$ cat src/rtl/inst_mem_loader_pkg.sv
// Shared definitions for the serial instruction-memory boot loader.
// Holds the receiver and loader state encodings and the default bit period.
package inst_mem_loader_pkg;

  // 100 MHz system clock, 115200 baud
  localparam int unsigned DefaultClksPerBit = 868;

  typedef enum logic [1:0] {
    R_IDLE,
    R_START,
    R_DATA,
    R_STOP
  } rx_state_e;

  typedef enum logic [1:0] {
    L_COUNT,
    L_DATA,
    L_DONE
  } ld_state_e;

endpackage

$ cat src/rtl/inst_mem_loader_uart_rx.sv
// uart_rx_byte: UART 8N1 receiver with a 2-flop input synchronizer.
// Ports:
//   clk        system clock
//   rst        asynchronous active-low reset
//   rx         serial line, idle high, asynchronous to clk
//   byte_valid one-cycle pulse, data holds the received byte
//   frame_err  one-cycle pulse, stop bit sampled low
//   data       last received byte (LSB first on the line)
module uart_rx_byte
  import inst_mem_loader_pkg::*;
#(
  parameter int unsigned CLKS_PER_BIT = DefaultClksPerBit
) (
  input  logic       clk,
  input  logic       rst,
  input  logic       rx,
  output logic       byte_valid,
  output logic       frame_err,
  output logic [7:0] data
);

  localparam int unsigned CntW = $clog2(CLKS_PER_BIT);
  localparam logic [CntW-1:0] FullM1 = CntW'(CLKS_PER_BIT - 1);
  localparam logic [CntW-1:0] HalfM1 = CntW'(CLKS_PER_BIT / 2 - 1);

  logic [1:0]      sync_q;
  logic            rx_s;
  rx_state_e       state_q;
  logic [CntW-1:0] cnt_q;
  logic [2:0]      bit_idx_q;
  logic [7:0]      shreg_q;

  assign rx_s = sync_q[1];
  assign data = shreg_q;

  always_ff @(posedge clk or negedge rst) begin
    if (!rst) begin
      sync_q     <= 2'b11;
      state_q    <= R_IDLE;
      cnt_q      <= '0;
      bit_idx_q  <= '0;
      shreg_q    <= '0;
      byte_valid <= 1'b0;
      frame_err  <= 1'b0;
    end else begin
      sync_q     <= {sync_q[0], rx};
      byte_valid <= 1'b0;
      frame_err  <= 1'b0;
      unique case (state_q)
        R_IDLE: begin
          cnt_q     <= '0;
          bit_idx_q <= '0;
          if (!rx_s) state_q <= R_START;
        end
        R_START: begin
          // Resample at mid start bit to reject glitches
          if (cnt_q == HalfM1) begin
            cnt_q   <= '0;
            state_q <= rx_s ? R_IDLE : R_DATA;
          end else begin
            cnt_q <= cnt_q + 1'b1;
          end
        end
        R_DATA: begin
          if (cnt_q == FullM1) begin
            cnt_q   <= '0;
            shreg_q <= {rx_s, shreg_q[7:1]};
            if (bit_idx_q == 3'd7) state_q <= R_STOP;
            else bit_idx_q <= bit_idx_q + 1'b1;
          end else begin
            cnt_q <= cnt_q + 1'b1;
          end
        end
        R_STOP: begin
          if (cnt_q == FullM1) begin
            cnt_q      <= '0;
            byte_valid <= rx_s;
            frame_err  <= !rx_s;
            state_q    <= R_IDLE;
          end else begin
            cnt_q <= cnt_q + 1'b1;
          end
        end
      endcase
    end
  end

endmodule

$ cat src/rtl/inst_mem_loader.sv
// inst_mem_loader: serial boot loader for the instruction memory.
// First byte is a word count N (1..2^ADDR_W), followed by N little-endian
// 32-bit words written to word addresses 0..N-1. The core stays in reset
// (cpu_hold=1) until the whole image has been written.
// Ports:
//   clk, rst         clock, asynchronous active-low reset
//   rx               UART 8N1 input
//   we/waddr/wdata   one-cycle instruction-memory write
//   busy             load in progress
//   done             last load completed
//   err              sticky framing / illegal-count error
//   cpu_hold         core reset, 1 = held
module inst_mem_loader
  import inst_mem_loader_pkg::*;
#(
  parameter int unsigned CLKS_PER_BIT = DefaultClksPerBit,
  parameter int unsigned ADDR_W       = 6
) (
  input  logic              clk,
  input  logic              rst,
  input  logic              rx,
  output logic              we,
  output logic [ADDR_W-1:0] waddr,
  output logic [31:0]       wdata,
  output logic              busy,
  output logic              done,
  output logic              err,
  output logic              cpu_hold
);

  localparam int unsigned MaxWords = 2 ** ADDR_W;

  logic       byte_valid;
  logic       frame_err;
  logic [7:0] rx_data;

  uart_rx_byte #(
    .CLKS_PER_BIT(CLKS_PER_BIT)
  ) u_rx (
    .clk       (clk),
    .rst       (rst),
    .rx        (rx),
    .byte_valid(byte_valid),
    .frame_err (frame_err),
    .data      (rx_data)
  );

  ld_state_e         l_state_q;
  logic [ADDR_W:0]   count_q;
  logic [ADDR_W-1:0] word_idx_q;
  logic [1:0]        byte_idx_q;
  logic [23:0]       word_q;
  logic              count_ok;
  logic              last_word;

  assign count_ok  = (rx_data != 8'd0) && (32'(rx_data) <= MaxWords);
  assign last_word = ({1'b0, word_idx_q} == (count_q - (ADDR_W + 1)'(1)));

  always_ff @(posedge clk or negedge rst) begin
    if (!rst) begin
      l_state_q  <= L_COUNT;
      count_q    <= '0;
      word_idx_q <= '0;
      byte_idx_q <= '0;
      word_q     <= '0;
      we         <= 1'b0;
      waddr      <= '0;
      wdata      <= '0;
      busy       <= 1'b0;
      done       <= 1'b0;
      err        <= 1'b0;
      cpu_hold   <= 1'b1;
    end else begin
      we <= 1'b0;
      if (frame_err) begin
        // Partial word is dropped; words already written stay in memory
        err       <= 1'b1;
        busy      <= 1'b0;
        done      <= 1'b0;
        cpu_hold  <= 1'b1;
        l_state_q <= L_COUNT;
      end else if (byte_valid) begin
        unique case (l_state_q)
          L_COUNT, L_DONE: begin
            if (count_ok) begin
              count_q    <= (ADDR_W + 1)'(rx_data);
              word_idx_q <= '0;
              byte_idx_q <= '0;
              busy       <= 1'b1;
              err        <= 1'b0;
              done       <= 1'b0;
              cpu_hold   <= 1'b1;
              l_state_q  <= L_DATA;
            end else begin
              err <= 1'b1;
            end
          end
          L_DATA: begin
            byte_idx_q <= byte_idx_q + 1'b1;
            unique case (byte_idx_q)
              2'd0: word_q[7:0]   <= rx_data;
              2'd1: word_q[15:8]  <= rx_data;
              2'd2: word_q[23:16] <= rx_data;
              2'd3: begin
                we    <= 1'b1;
                waddr <= word_idx_q;
                wdata <= {rx_data, word_q};
                if (last_word) l_state_q <= L_DONE;
                else word_idx_q <= word_idx_q + 1'b1;
              end
            endcase
          end
          default: l_state_q <= L_COUNT;
        endcase
      end else if (l_state_q == L_DONE && busy) begin
        // Release the core the cycle after the final write
        busy     <= 1'b0;
        done     <= 1'b1;
        cpu_hold <= 1'b0;
      end
    end
  end

endmodule

$ cat config.mk
export PLATFORM = sky130hd
export DESIGN_NAME = inst_mem_loader
export DESIGN_NICKNAME = d
export VERILOG_FILES = /design/src/rtl/inst_mem_loader_pkg.sv /design/src/rtl/inst_mem_loader_uart_rx.sv /design/src/rtl/inst_mem_loader.sv
export SDC_FILE = /design/constraint.sdc
export NUM_CORES = 1
export LEC_CHECK = 0
export ABC_CLOCK_PERIOD_IN_PS = 3300
export CAP_MARGIN = 10
export CORE_ASPECT_RATIO = 0.7
export CORE_UTILIZATION = 60
export DETAILED_ROUTE_END_ITERATION = 7
export HOLD_SLACK_MARGIN = 0.12
export PLACE_DENSITY = 0.88
export RECOVER_POWER = 100
export SYNTH_ARGS = -nofsm -noshare
export SYNTH_HDL_FRONTEND = slang
export SYNTH_SLANG_ARGS = --single-unit
$ cat constraint.sdc
create_clock -name clk -period 3.3 [get_ports clk]
set_input_delay 0.825 -clock clk [delete_from_list [all_inputs] [get_ports clk]]
set_output_delay 0.825 -clock clk [all_outputs]
set_load 0.02 [all_outputs]
==> results.env, run 1 <==
NUMBER_OF_ANTENNA_VIOLATIONS_AT_THE_FIRST_CHECK_IN_GLOBAL_ROUTING=0
FINAL_LAYOUT_SIZE_SUFFIX_GT1_SHARE_PCT=13.5
WORST_PIN_SLEW_NS=1.54
TIMING.SETUP.CRITICAL_PATH_CLASS='flip-flop to flip-flop'
MAPPEDNETLISTAREA_UM2=4830
COMB_POWER_SHARE_PCT=1.2
FLOORPLAN.INITIALDENSITY_PCT=64.0
NET_SWITCHING_COMPONENT_OF_THE_POWER_uW=548
YS_ASYNC_SR_FRACTION_PCT=100
VIAS_IN_THE_FIRST_GLOBAL_ROUTE=3661
FIRSTDRTPASSITERS=4
REG2REG_FROM='count_q[0]$_DFFE_PN0P_'
TRITONCTS_CLOCK_TREE='yes'
FINALMAXSLEWVIOLATIONS=28
YS_TOP_CELLS_BY_AREA='dfrtp_1 56%, nand2_1 11%, mux2_2 9.8%'
POWERDENSITY_nW_PER_UM2=449
LEAKAGE_nW=2.98
MULTI_INPUT_AREA_UM2=1890
FINALWORSTPATHREQUIREDPERIOD_NS=2.75
HOLD_VIOL_FINAL=0
GRT_MAX_DEGREE=53
SETUP_TOTAL_NEGATIVE_SLACK_NS=0
FLOORPLAN.CORE_AREA_UM2=7550
CAP_VIOLATIONS=1
CPPEAKSTAGEDELAY_NS=0.45
VIA_DENSITY_PER_INSTANCE=5.84
PATH_CELLS='inv_1 -> ha_1 -> or3b_1 -> o31ai_1 -> nand4_1 -> nor4b_1 -> clkbuf_1 -> a211o_1 -> o211ai_1'
POSTCTSSETUPBUFFERS=0
YOSYS_WARNINGS=0
IO-PIN-COUNT=46
FINISH.UTILIZATION_PCT=74.8
SYNTH_TOP_AREA_SHARE_PCT=56.0
RR_WORST_DEPTH=9
CLOCK.FMAX_MHz=364
FINALWEIGHTEDCONGESTION=0.865
FILL_CELLS=509
SYNTH-EDFF-COUNT=0
FP_ROWS=26
HTREE_LEVELS=3
FINAL_SKEW_NS=0.00886
RRSETUPSLACK_NS=0.55
CRITPATHCAPTURETYPE='flip-flop'
WORST_SKEW_PAIR.LATE_LATENCY_NS=0.35
GRT_PASS1_WL_UM=18400
GRTUSAGEMET1_PCT=39.5
WORSTHOLDSTART='u_rx.sync_q[0]$_DFF_PN1_'
CLASSIFICATION_OF_THE_WORST_SLACK_HOLD_PATH='flip-flop to flip-flop'
PEAK_USAGE_LAYER_IN_THE_GLOBAL_ROUTING_REPORT='met2'
POST_CTS_RESIZED=0
DRC_ERRORS=0
R2R-END='l_state_q[0]$_DFFE_PN0P_'
DIE_WIDTH_UM=109
NUMBER_OF_CELLS_PRODUCED_BY_SYNTHESIS=454
WHS_ENDPOINT='u_rx.sync_q[1]$_DFF_PN1_'
SETUP_VIOL=0
DP_HPWL_UM=6820
NUMBER_OF_NETS_IN_THE_LAYOUT=511
SYNTH_CELL_TYPES=46
GLOBAL_ROUTE.USAGE.TOTAL_PCT=28.7
OUTCOME='finished, violations left'
WIRELENGTH_UM=10700
CELLINTERNALPOWER_mW=1.99
CLK_TRANSITION_REPORTED_PATHS_NS=0.07
CRITICAL_PATH_ARRIVAL_NS=2.94
DIE-AREA_UM2=8420
POST_DRT_WL_PER_CELL_UM=17.8
TRITONCTS.NUM_BUFFERS=9
SYNTH-SEQ-CELLS=111
ANTENNA_CELLS=0
FIN_CRIT_SH_PCT=83.3
CTS.PATH.MAX_BUFFERS=2
SETUP_REPAIR_AFTER_GLOBAL_ROUTING_MISSED_ITS_MARGIN='no'
GRT-OVFL-TOTAL=0
CLOCK_POWER_SHARE_PCT=45.0
CLOCKROOTBUFFER='clkbuf_16'
DETAILEDROUTE.FIRSTITERATIONVIOLATIONS=250
CRITPATHMAXFANOUT=12
CRIT_PATH_START_KIND='flip-flop'
PLACED_CELLS=585
PORT_BUFFERS=45
RELSLEWSLACK_PCT=-2.49
FAILED_CHECKS='capacitance limit, slew limit'
YS.FLOP_TYPE='dfrtp_1'
SEQ_AREA_UM2=2780
SYN2LAYOUT_AREA_GROWTH_PCT=16.8
YOSYSTOPAREACELL='dfrtp_1'
POWER.SHARE.SEQUENTIAL_PCT=53.8
POSTCTSHOLDBUFS=0
GRT_UTIL_MET3_PCT=7.31
SEQ_AREA_FRAC_SYNTH_PCT=57.6
TRITONCTS_NUM_SINKS=111
DRT.ANTENNA.VIOLATING_NETS=0
VIA_COUNT_OF_THE_ROUTED_DESIGN=3510
SWSHARE_PCT=21.6
IR_DROP_mV=0.245
FINAL_CELL_COUNT_WITHOUT_FILLERS=601
CRIT_REQUIRED_NS=3.49
INSTANCE_COUNT_ALONG_THE_MOST_CRITICAL_HOLD_PATH=0
GR-USAGE-MET2_PCT=45.3
DIE-HEIGHT_UM=77.1
WORST_PATH_MAX_DELAY_CELL='dfrtp_1'
MAPPEDNETLISTNETS=467
SYNTHESIS.AREA_PER_INSTANCE_UM2=10.6
==> cell usage after synthesis (2+ instances only) <==
library cell	instances
nand2_1	136
dfrtp_1	108
mux2_2	42
nor2_1	22
clkbuf_1	13
inv_1	11
ha_1	10
nand3_1	10
o21ai_0	10
a21oi_1	9
xnor2_1	7
xor2_1	7
and3_1	6
nand4_1	4
o31ai_1	4
a211oi_1	3
a21o_1	3
buf_2	3
dfstp_2	3
nand2b_1	3
nor3_1	3
nor3_2	3
or4_1	3
a22oi_1	2
and2_1	2
buf_6	2
inv_2	2
nor2b_1	2
o211ai_1	2
o311ai_1	2
or2_2	2
==> stage by stage <==
step / total power [mW] / area (um^2) / hold slack (ns) / worst slack [ns]
after detailed placement: 1.42 / 5370 / 0.347 / 0.787
final: 2.53 / 5640 / 0.359 / 0.550
after global placement: 1.42 / 5370 / 0.346 / 0.901
after CTS: 2.55 / 5680 / 0.358 / 0.752
after global routing: 2.60 / 5640 / 0.359 / 0.372
after floorplan: 1.39 / 4830 / 0.345 / 1.10
==> layout by cell type (no fill, tap or decap), types with 2 or more instances in the layout <==
| master | n |
|---|---|
| a211oi_1 | 3 |
| a21o_1 | 3 |
| a21oi_1 | 9 |
| a22oi_1 | 2 |
| and3_1 | 6 |
| clkbuf_1 | 3 |
| clkbuf_16 | 9 |
| clkbuf_2 | 2 |
| dfrtp_1 | 108 |
| dfstp_2 | 3 |
| dlygate4sd3_1 | 44 |
| ha_1 | 10 |
| inv_1 | 11 |
| inv_2 | 2 |
| inv_6 | 3 |
| mux2_1 | 2 |
| mux2_2 | 40 |
| nand2_1 | 136 |
| nand2b_1 | 4 |
| nand3_1 | 10 |
| nand4_1 | 4 |
| nor2_1 | 22 |
| nor2b_1 | 2 |
| nor3_1 | 5 |
| o211ai_1 | 2 |
| o21ai_0 | 10 |
| o311ai_1 | 2 |
| o31ai_1 | 4 |
| or2_2 | 2 |
| or4_1 | 3 |
| xnor2_1 | 7 |
| xor2_1 | 7 |
==> power groups by stage <==
stage	registers (mW)	logic [mW]	clock network, mW
2_1_floorplan	1.39	0.000747	0
3_3_place_gp	1.39	0.0332	0
3_5_place_dp	1.39	0.0345	0
4_1_cts	1.36	0.0344	1.15
5_1_grt	1.36	0.0372	1.20
6_report	1.36	0.0311	1.14
==> cell type report <==
type,count,share of cell area [%]
tap,98,2.17
clock inverter,6,1.29
multi-input combinational,312,33.5
sequential,111,49.3
inverter,13,0.865
timing repair buffer,51,8.67
clock buffer,10,4.24
==> worst max path at each step <==
stage,start,to,slack (ns),cells past startpoint
after global placement,count_q[0]$_DFFE_PN0P_,word_idx_q[4]$_DFFE_PN0P_,0.90,9
after CTS,count_q[0]$_DFFE_PN0P_,word_idx_q[5]$_DFFE_PN0P_,0.75,9
after floorplan,count_q[0]$_DFFE_PN0P_,word_idx_q[5]$_DFFE_PN0P_,1.10,8
after detailed placement,count_q[0]$_DFFE_PN0P_,word_idx_q[5]$_DFFE_PN0P_,0.79,9
final,count_q[0]$_DFFE_PN0P_,l_state_q[0]$_DFFE_PN0P_,0.55,9
after global routing,u_rx.cnt_q[0]$_DFF_PN0_,u_rx.data[3]$_DFFE_PN0P_,0.37,5
==> routing by layer <==
layer / vias up / wire [um]
met5: - / 0
met4: 0 / 230
met3: 24 / 529
met2: 128 / 5180
met1: 1744 / 4780
li1: 1614 / -
==> state kept, by name (all words and copies together) (netlist names), named ones only <==
register,flops
cpu_hold,1
err,1
we,1
waddr,6
byte_idx_q,2
u_rx.frame_err,1
l_state_q,2
u_rx.state_q,1
word_idx_q,6
u_rx.byte_valid,1
u_rx.sync_q,2
u_rx.cnt_q,10
wdata,32
busy,1
u_rx.bit_idx_q,3
done,1
word_q,24
u_rx.data,8
count_q,7
==> worst max-delay path, delay by kind of cell, from the launching register on <==
kind / cells / cell delay, ns
AO/OA/AOI/OAI: 3 / 0.56
adder cells (fa/ha/maj): 1 / 0.24
buffers and inverters: 2 / 0.55
flip-flops: 1 / 0.45
AND/OR/NAND/NOR: 3 / 0.80
==> cells by family (layout without fill, tap and decap cells) <==
logic type,after synthesis,count (layout),synth area share [%]
AO/OA/AOI/OAI,42,42,5.83
AND/OR/NAND/NOR,203,203,18.6
multiplexers,43,43,10.0
adder cells (fa/ha/maj),10,10,2.59
buffers and inverters,31,80,2.80
XOR/XNOR,14,14,2.54
flip-flops,111,111,57.6
Note: power is estimated with default switching activity, not from simulation.
==> run 2: changes to the inputs <==
--- a/config.mk
+++ b/config.mk
@@ -5,13 +5,13 @@
 export SDC_FILE = /design/constraint.sdc
 export NUM_CORES = 1
 export LEC_CHECK = 0
-export ABC_CLOCK_PERIOD_IN_PS = 3300
+export ABC_CLOCK_PERIOD_IN_PS = 2200
 export CAP_MARGIN = 10
 export CORE_ASPECT_RATIO = 0.7
-export CORE_UTILIZATION = 60
+export CORE_UTILIZATION = 51
 export DETAILED_ROUTE_END_ITERATION = 7
 export HOLD_SLACK_MARGIN = 0.12
-export PLACE_DENSITY = 0.88
+export PLACE_DENSITY = 0.8
 export RECOVER_POWER = 100
 export SYNTH_ARGS = -nofsm -noshare
 export SYNTH_HDL_FRONTEND = slang
==> constraint.sdc (replaced) <==
create_clock -name clk -period 2.2 [get_ports clk]
set_input_delay 0.55 -clock clk [delete_from_list [all_inputs] [get_ports clk]]
set_output_delay 0.55 -clock clk [all_outputs]
set_load 0.02 [all_outputs]
==> run 2 against run 1 <==
Against the previous run: the flow finishes with violations (capacitance limit, slew limit, setup timing); cell count increased by 7.5%; cell area rose by 4.2%; register-to-register slack lost 0.61 ns; via count shrank 1.1%; clock power grew 37%; sequential power rose by 50%; first-iteration DRC count down 38%; combinational power increased by 45%; utilization down 10 points; setup slack worse by 0.61 ns; sequential cell count unchanged; maximum frequency increased by 22%; largest cell class unchanged.
==> results.env, run 2 (synthesis gave the netlist of run 1 again) <==
TRITONCTS_NUM_SINKS=111  # unchanged
WORST_SKEW_PAIR.LATE_LATENCY_NS=0.35  # about the same
CRITPATHMAXFANOUT=5  # was 12
CLOCK.FMAX_MHz=443  # was 364 MHz
REG2REG_FROM='count_q[0]$_DFFE_PN0P_'  # unchanged
WORST_PATH_MAX_DELAY_CELL='nor4b_4'  # was dfrtp_1
FAILED_CHECKS='capacitance limit, slew limit, setup timing'  # was capacitance limit, slew limit
TRITONCTS.NUM_BUFFERS=9  # unchanged
CRIT_REQUIRED_NS=2.42  # was 3.49 ns
FINAL_CELL_MIX='136 x nand2_1, 108 x dfrtp_1, 44 x dlygate4sd3_1'  # unchanged
FLOORPLAN.CORE_AREA_UM2=9110  # was 7550 um^2
GRT_PASS1_WL_UM=16800  # was 18400 um
BIGGESTREGSBYFLOPS='wdata: 32 flops, word_q: 24 flops, u_rx.cnt_q: 10 flops'  # unchanged
FINAL_CELL_COUNT_WITHOUT_FILLERS=646  # was 601
WORST_SLACK_NS=-0.0580  # was 0.550 ns
REPORT.POWER.TOTAL_mW=3.65  # was 2.53 mW
RR_WORST_DEPTH=9  # unchanged
RELSLEWSLACK_PCT=-18.6  # was -2.49%
CLK_TRANSITION_REPORTED_PATHS_NS=0.07  # about the same
TIMING.SETUP.CRITICAL_PATH_CLASS='flip-flop to flip-flop'  # unchanged
CPPEAKSTAGEDELAY_NS=0.41  # was 0.45 ns
DIE-HEIGHT_UM=83.4  # was 77.1 um
LEAKAGE_nW=3.07  # was 2.98 nW
R2R-END='l_state_q[0]$_DFFE_PN0P_'  # unchanged
IO-PIN-COUNT=46  # unchanged
CLOCKROOTBUFFER='clkbuf_16'  # unchanged
REGMOSTFLOPS='wdata'  # unchanged
CTS.PATH.MAX_BUFFERS=2  # unchanged
VIAS_IN_THE_FIRST_GLOBAL_ROUTE=3459  # was 3661
PLACED_AREA_UM2=5540  # was 5370 um^2
WIRELENGTH_UM=10000  # was 10700 um
PLACED_CELLS=626  # was 585
FINALMAXSLEWVIOLATIONS=34  # was 28
FILL_CELLS=720  # was 509
CLASSIFICATION_OF_THE_WORST_SLACK_HOLD_PATH='flip-flop to flip-flop'  # unchanged
PORT_BUFFERS=45  # unchanged
FINAL_LAYOUT_SIZE_SUFFIX_GT1_SHARE_PCT=19.2  # was 13.5%
CRIT_PATH_START_KIND='flip-flop'  # unchanged
DIE-AREA_UM2=9870  # was 8420 um^2
GRT-OVFL-TOTAL=0  # unchanged
DRT.ANTENNA.VIOLATING_NETS=0  # unchanged
OUTCOME='finished, violations left'  # unchanged
POST_DRT_WL_PER_CELL_UM=15.5  # was 17.8 um
DRC_ERRORS=0  # unchanged
GRT_MAX_DEGREE=44  # was 53
VIA_DENSITY_PER_INSTANCE=5.37  # was 5.84
PATH_BUF_INV=2  # unchanged
SETUP_REPAIR_AFTER_GLOBAL_ROUTING_MISSED_ITS_MARGIN='yes'  # was no
CAP_VIOLATIONS=1  # unchanged
NUMBER_OF_NETS_IN_THE_LAYOUT=530  # was 511
CRITICAL_PATH_ARRIVAL_NS=2.47  # was 2.94 ns
SETUP_VIOL=6  # was 0
FINAL_DESIGN_AREA_NO_FILL_UM2=5880  # was 5640 um^2
HTREE_LEVELS=3  # unchanged
CRITPATHCAPTURETYPE='flip-flop'  # unchanged
DIE_WIDTH_UM=118  # was 109 um
IR_DROP_mV=0.546  # was 0.245 mV
CRIT_PATH_END='l_state_q[0]$_DFFE_PN0P_'  # unchanged
FIN_CRIT_SH_PCT=103  # was 83.3%
FP_ROWS=29  # was 26
FIRSTDRTPASSITERS=4  # unchanged
SETUP_TOTAL_NEGATIVE_SLACK_NS=-0.273  # was 0 ns
DP_HPWL_UM=6590  # was 6820 um
MOST_COMMON_CELL_AFTER_LAYOUT_FILL_AND_TAPS_ASIDE='nand2_1'  # unchanged
RRSETUPSLACK_NS=-0.06  # was 0.55 ns
TRITONCTS_CLOCK_TREE='yes'  # unchanged
GLOBAL_ROUTE.USAGE.TOTAL_PCT=21.8  # was 28.7%
FINALWEIGHTEDCONGESTION=0.845  # was 0.865
FINAL_SKEW_NS=0.00807  # was 0.00886 ns
WORST_PIN_SLEW_NS=1.78  # was 1.54 ns
FINALWORSTPATHREQUIREDPERIOD_NS=2.26  # was 2.75 ns
ANTENNA_CELLS=0  # unchanged
DETAILEDROUTE.FIRSTITERATIONVIOLATIONS=155  # was 250
PATH_CELLS='inv_2 -> ha_4 -> or3b_4 -> o31ai_2 -> nand4_1 -> nor4b_4 -> buf_6 -> a211o_1 -> o211ai_1'  # was inv_1 -> ha_1 -> or3b_1 -> o31ai_1 -> nand4_1 -> nor4b_1 -> clkbuf_1 -> a211o_1 -> o211ai_1
POWERDENSITY_nW_PER_UM2=621  # was 449 nW/um^2
CRITICAL_PATH.STARTPOINT='count_q[0]$_DFFE_PN0P_'  # unchanged
NUMBER_OF_ANTENNA_VIOLATIONS_AT_THE_FIRST_CHECK_IN_GLOBAL_ROUTING=0  # unchanged
LARGEST_REGISTER_FF_COUNT=32  # unchanged
FLOORPLAN.INITIALDENSITY_PCT=53.0  # was 64.0%
WORST-PATH-STAGES=9  # unchanged
FINISH.UTILIZATION_PCT=64.5  # was 74.8%
SYN2LAYOUT_AREA_GROWTH_PCT=21.7  # was 16.8%
VIA_COUNT_OF_THE_ROUTED_DESIGN=3471  # was 3510
PATH_DELAY_FAMILY='simple AND/OR/NAND/NOR gates'  # unchanged
HOLD_VIOL_FINAL=0  # unchanged
## run 2: cell types whose count changed in the layout (fill, tap and decap cells not counted), sizes merged
| cell | delta |
|---|---|
| inv | -2 |
| clkinv | +1 |
| bufinv | -1 |
| clkbuf | +2 |
| buf | +19 |
## run 2: worst min path at each step
stage	cells after the start	end	startpoint
4_1_cts	1	waddr[0]$_DFFE_PN0P_	rst
3_3_place_gp	0	u_rx.sync_q[1]$_DFF_PN1_	u_rx.sync_q[0]$_DFF_PN1_
2_1_floorplan	0	async pin	rst
6_report	0	u_rx.sync_q[1]$_DFF_PN1_	u_rx.sync_q[0]$_DFF_PN1_
3_5_place_dp	0	u_rx.sync_q[1]$_DFF_PN1_	u_rx.sync_q[0]$_DFF_PN1_
5_1_grt	0	u_rx.sync_q[1]$_DFF_PN1_	u_rx.sync_q[0]$_DFF_PN1_
## run 2: metal layers
layer,global-route usage (%),share of wire (%),up-vias
met5,0,0,-
met4,6.64,1.4,0
met3,5.43,4.7,16
met2,36.0,49,90
met1,28.7,45,1716
li1,-,-,1649
## run 2: what timing repair did
item / 4_1_cts / 5_1_grt
cloned: 1 / 0
resized for setup: 7 / 10
setup endpoints to repair: 6 / 10
pin swaps: 1 / 9
buffers inserted: 2 / 1
hold buffers: 0 / 0
## run 2: power breakdown
group,internal (mW),switching [mW],total (mW)
combinational,0.00583,0.0392,0.0450
sequential,2.04,0.00122,2.04
clock,0.861,0.702,1.56
total,2.91,0.742,3.65
## run 2: metrics by stage
step,hold slack [ns],setup WS [ns]
finish,0.362,-0.0580
CTS,0.159,-0.0139
global route,0.367,-0.167
floorplan,0.254,0.0115
detailed placement,0.353,-0.0801
global placement,0.346,0.0357
## run 2: layout make-up
| type | count | area [um^2] | area share (%) |
|---|---|---|---|
| sequential | 111 | 2780 | 47.3 |
| multi-input combinational | 312 | 1970 | 33.5 |
| timing repair buffer | 70 | 628 | 10.7 |
| clock buffer | 12 | 267 | 4.53 |
| tap | 124 | 155 | 2.64 |
| inverter | 13 | 48.8 | 0.830 |
| clock inverter | 4 | 26.3 | 0.447 |
==> run 3: changes to the inputs <==
--- a/config.mk
+++ b/config.mk
@@ -11,7 +11,7 @@
 export CORE_UTILIZATION = 51
 export DETAILED_ROUTE_END_ITERATION = 7
 export HOLD_SLACK_MARGIN = 0.12
-export PLACE_DENSITY = 0.8
+export PLACE_DENSITY_LB_ADDON = 0.1
 export RECOVER_POWER = 100
 export SYNTH_ARGS = -nofsm -noshare
 export SYNTH_HDL_FRONTEND = slang
==> run 3 against run 2 <==
Against the previous run: the flow still finishes with violations (capacitance limit, slew limit, setup timing); clock power rose by 14%; clock-buffer cell count decreased by 3; non-clock buffer count is 4 higher; via count fell by 2.5%; sequential share of layout area fell by 0.37 points; first-iteration DRC count increased by 29%; sequential cell count stayed put; critical endpoint is now word_idx_q[5]$_DFFE_PN0P_; highest routed layer unchanged.
==> results.env, run 3 (synthesis gave the netlist of run 1 again) <==
SYN2LAYOUT_AREA_GROWTH_PCT=22.7  # was 21.7%
POWER.SHARE.SEQUENTIAL_PCT=52.8  # was 56.0%
SWSHARE_PCT=20.9  # was 20.3%
NUMBER_OF_NETS_IN_THE_LAYOUT=534  # was 530
WORST_SKEW_PAIR.LATE_LATENCY_NS=0.35  # about the same
HTREE_LEVELS=3  # unchanged
FINISH.UTILIZATION_PCT=65.1  # was 64.5%
CRITICAL_PATH_ARRIVAL_NS=2.64  # was 2.47 ns
PLACED_CELLS=630  # was 626
SETUP_TOTAL_NEGATIVE_SLACK_NS=-0.499  # was -0.273 ns
CLOCK_POWER_SHARE_PCT=46.1  # was 42.8%
FINAL_LAYOUT_SIZE_SUFFIX_GT1_SHARE_PCT=19.4  # was 19.2%
FILL_CELLS=733  # was 720
INSTANCE_COUNT_ALONG_THE_MOST_CRITICAL_HOLD_PATH=0  # unchanged
DIE_WIDTH_UM=118  # unchanged
TRITONCTS_NUM_SINKS=111  # unchanged
DIE-AREA_UM2=9870  # unchanged
FINAL_SKEW_NS=0.0121  # was 0.00807 ns
NET_SWITCHING_COMPONENT_OF_THE_POWER_uW=807  # was 742 uW
FINALWORSTPATHREQUIREDPERIOD_NS=2.36  # was 2.26 ns
TRITONCTS.NUM_BUFFERS=9  # unchanged
RR_WORST_DEPTH=9  # unchanged
TRITONCTS_CLOCK_TREE='yes'  # unchanged
WORST_PIN_SLEW_NS=1.63  # was 1.78 ns
REG2REG_FROM='count_q[0]$_DFFE_PN0P_'  # unchanged
WIRELENGTH_UM=9510  # was 10000 um
CAP_VIOLATIONS=1  # unchanged
FINAL_CELL_COUNT_WITHOUT_FILLERS=650  # was 646
GLOBAL_ROUTE.USAGE.TOTAL_PCT=21.6  # was 21.8%
OUTCOME='finished, violations left'  # unchanged
VIAS_IN_THE_FIRST_GLOBAL_ROUTE=3290  # was 3459
PORT_BUFFERS=45  # unchanged
POST_DRT_WL_PER_CELL_UM=14.6  # was 15.5 um
NUMBER_OF_ANTENNA_VIOLATIONS_AT_THE_FIRST_CHECK_IN_GLOBAL_ROUTING=0  # unchanged
FINALWEIGHTEDCONGESTION=0.853  # was 0.845
LEAKAGE_nW=3.11  # was 3.07 nW
SETUP_VIOL=5  # was 6
FLOORPLAN.INITIALDENSITY_PCT=53.0  # unchanged
CRIT_PATH_START_KIND='flip-flop'  # unchanged
DETAILEDROUTE.FIRSTITERATIONVIOLATIONS=200  # was 155
CRIT_REQUIRED_NS=2.48  # was 2.42 ns
MOST_COMMON_CELL_AFTER_LAYOUT_FILL_AND_TAPS_ASIDE='nand2_1'  # unchanged
SETUP_REPAIR_AFTER_GLOBAL_ROUTING_MISSED_ITS_MARGIN='yes'  # unchanged
CRITPATHCAPTURETYPE='flip-flop'  # unchanged
BIGGESTREGSBYFLOPS='wdata: 32 flops, word_q: 24 flops, u_rx.cnt_q: 10 flops'  # unchanged
WORSTHOLDSTART='u_rx.sync_q[0]$_DFF_PN1_'  # unchanged
POWERDENSITY_nW_PER_UM2=653  # was 621 nW/um^2
ANTENNA_CELLS=0  # unchanged
R2R-END='word_idx_q[5]$_DFFE_PN0P_'  # was l_state_q[0]$_DFFE_PN0P_
WORST_SLACK_NS=-0.156  # was -0.0580 ns
CELLINTERNALPOWER_mW=3.06  # was 2.91 mW
GRT_PASS1_WL_UM=16600  # was 16800 um
GRT_MAX_DEGREE=53  # was 44
VIA_COUNT_OF_THE_ROUTED_DESIGN=3385  # was 3471
REGMOSTFLOPS='wdata'  # unchanged
HOLD_VIOL_FINAL=0  # unchanged
CLK_TRANSITION_REPORTED_PATHS_NS=0.07  # about the same
RELSLEWSLACK_PCT=-8.49  # was -18.6%
CRITPATHMAXFANOUT=5  # unchanged
FLOORPLAN.CORE_AREA_UM2=9110  # unchanged
FINAL_CELL_MIX='136 x nand2_1, 108 x dfrtp_1, 44 x dlygate4sd3_1'  # unchanged
DP_HPWL_UM=6470  # was 6590 um
FP_ROWS=29  # unchanged
DRT.ANTENNA.VIOLATING_NETS=0  # unchanged
GRT-OVFL-TOTAL=0  # unchanged
WHS_ENDPOINT='u_rx.sync_q[1]$_DFF_PN1_'  # unchanged
FIRSTDRTPASSITERS=4  # unchanged
DIE-HEIGHT_UM=83.4  # unchanged
RRSETUPSLACK_NS=-0.16  # was -0.06 ns
TIMING.SETUP.CRITICAL_PATH_CLASS='flip-flop to flip-flop'  # unchanged
FAILED_CHECKS='capacitance limit, slew limit, setup timing'  # unchanged
FINALMAXSLEWVIOLATIONS=30  # was 34
FIN_CRIT_SH_PCT=107  # was 103%
CLOCK.FMAX_MHz=424  # was 443 MHz
COMB_POWER_SHARE_PCT=1.1  # was 1.2%
CLASSIFICATION_OF_THE_WORST_SLACK_HOLD_PATH='flip-flop to flip-flop'  # unchanged
CLOCKROOTBUFFER='clkbuf_16'  # unchanged
CTS.PATH.MAX_BUFFERS=2  # unchanged
LARGEST_REGISTER_FF_COUNT=32  # unchanged
VIA_DENSITY_PER_INSTANCE=5.21  # was 5.37
IR_DROP_mV=0.465  # was 0.546 mV
IO-PIN-COUNT=46  # unchanged
DRC_ERRORS=0  # unchanged
run 3: layout make-up:
cell class	count	area (um^2)	area share, %
inverter	13	48.8	0.824
tap	124	155	2.62
timing repair buffer	74	653	11.0
clock inverter	7	106	1.80
sequential	111	2780	46.9
clock buffer	9	225	3.80
multi-input combinational	312	1950	33.0
run 3: what timing repair did:
| item | CTS | global route |
|---|---|---|
| pin swaps | 2 | 4 |
| gates resized for setup | 6 | 5 |
| hold buffers | 0 | 0 |
| buffers inserted | 3 | 2 |
| cloned | 0 | 0 |
| endpoints found under the setup margin | 6 | 8 |
| hold endpoints to repair | 0 | 0 |
run 3: stage by stage:
step	hold slack [ns]	area, um^2	power, mW	setup WS [ns]
after floorplan	0.254	4830	2.08	0.0115
after global placement	0.349	5560	2.14	-0.0701
after detailed placement	0.350	5560	2.14	-0.152
after CTS	0.146	5940	3.92	-0.0822
after global routing	0.365	5920	3.99	-0.234
final	0.364	5920	3.87	-0.156
run 3: power by group through the flow:
stage          Combinational [mW]  Clock, mW  Sequential, mW
2_1_floorplan             0.00112          0            2.08
3_3_place_gp               0.0533          0            2.08
3_5_place_dp               0.0543          0            2.08
4_1_cts                    0.0545       1.82            2.04
5_1_grt                    0.0543       1.89            2.04
6_report                   0.0445       1.78            2.04
run 3: worst max path at each step:
| stage | startpoint | end | slack [ns] | cells past startpoint |
|---|---|---|---|---|
| final | count_q[0]$_DFFE_PN0P_ | word_idx_q[5]$_DFFE_PN0P_ | -0.16 | 9 |
| after global routing | count_q[0]$_DFFE_PN0P_ | word_idx_q[5]$_DFFE_PN0P_ | -0.23 | 9 |
| after CTS | count_q[0]$_DFFE_PN0P_ | l_state_q[0]$_DFFE_PN0P_ | -0.08 | 9 |
| after detailed placement | count_q[0]$_DFFE_PN0P_ | word_idx_q[5]$_DFFE_PN0P_ | -0.15 | 9 |
| after global placement | count_q[0]$_DFFE_PN0P_ | word_idx_q[5]$_DFFE_PN0P_ | -0.07 | 9 |
| after floorplan | count_q[0]$_DFFE_PN0P_ | word_idx_q[5]$_DFFE_PN0P_ | 0.01 | 8 |
run 3: critical path, cell delays in order, from the launching register on:
cell	delay, ns
dfrtp_1	0.40
inv_2	0.09
ha_4	0.13
or3b_4	0.38
or4_1	0.40
nand4_1	0.13
nor4b_4	0.08
buf_4	0.16
or4_1	0.46
nand3_1	0.07
run 3: per-layer routing:
metal  global-route usage (%)  up-vias  share of wire [%]
met5                        0        -                  0
met4                     5.24        0               0.99
met1                     30.5     1666                 50
met2                     33.2       37                 46
li1                         -     1674                  -
met3                     6.04        8                2.8
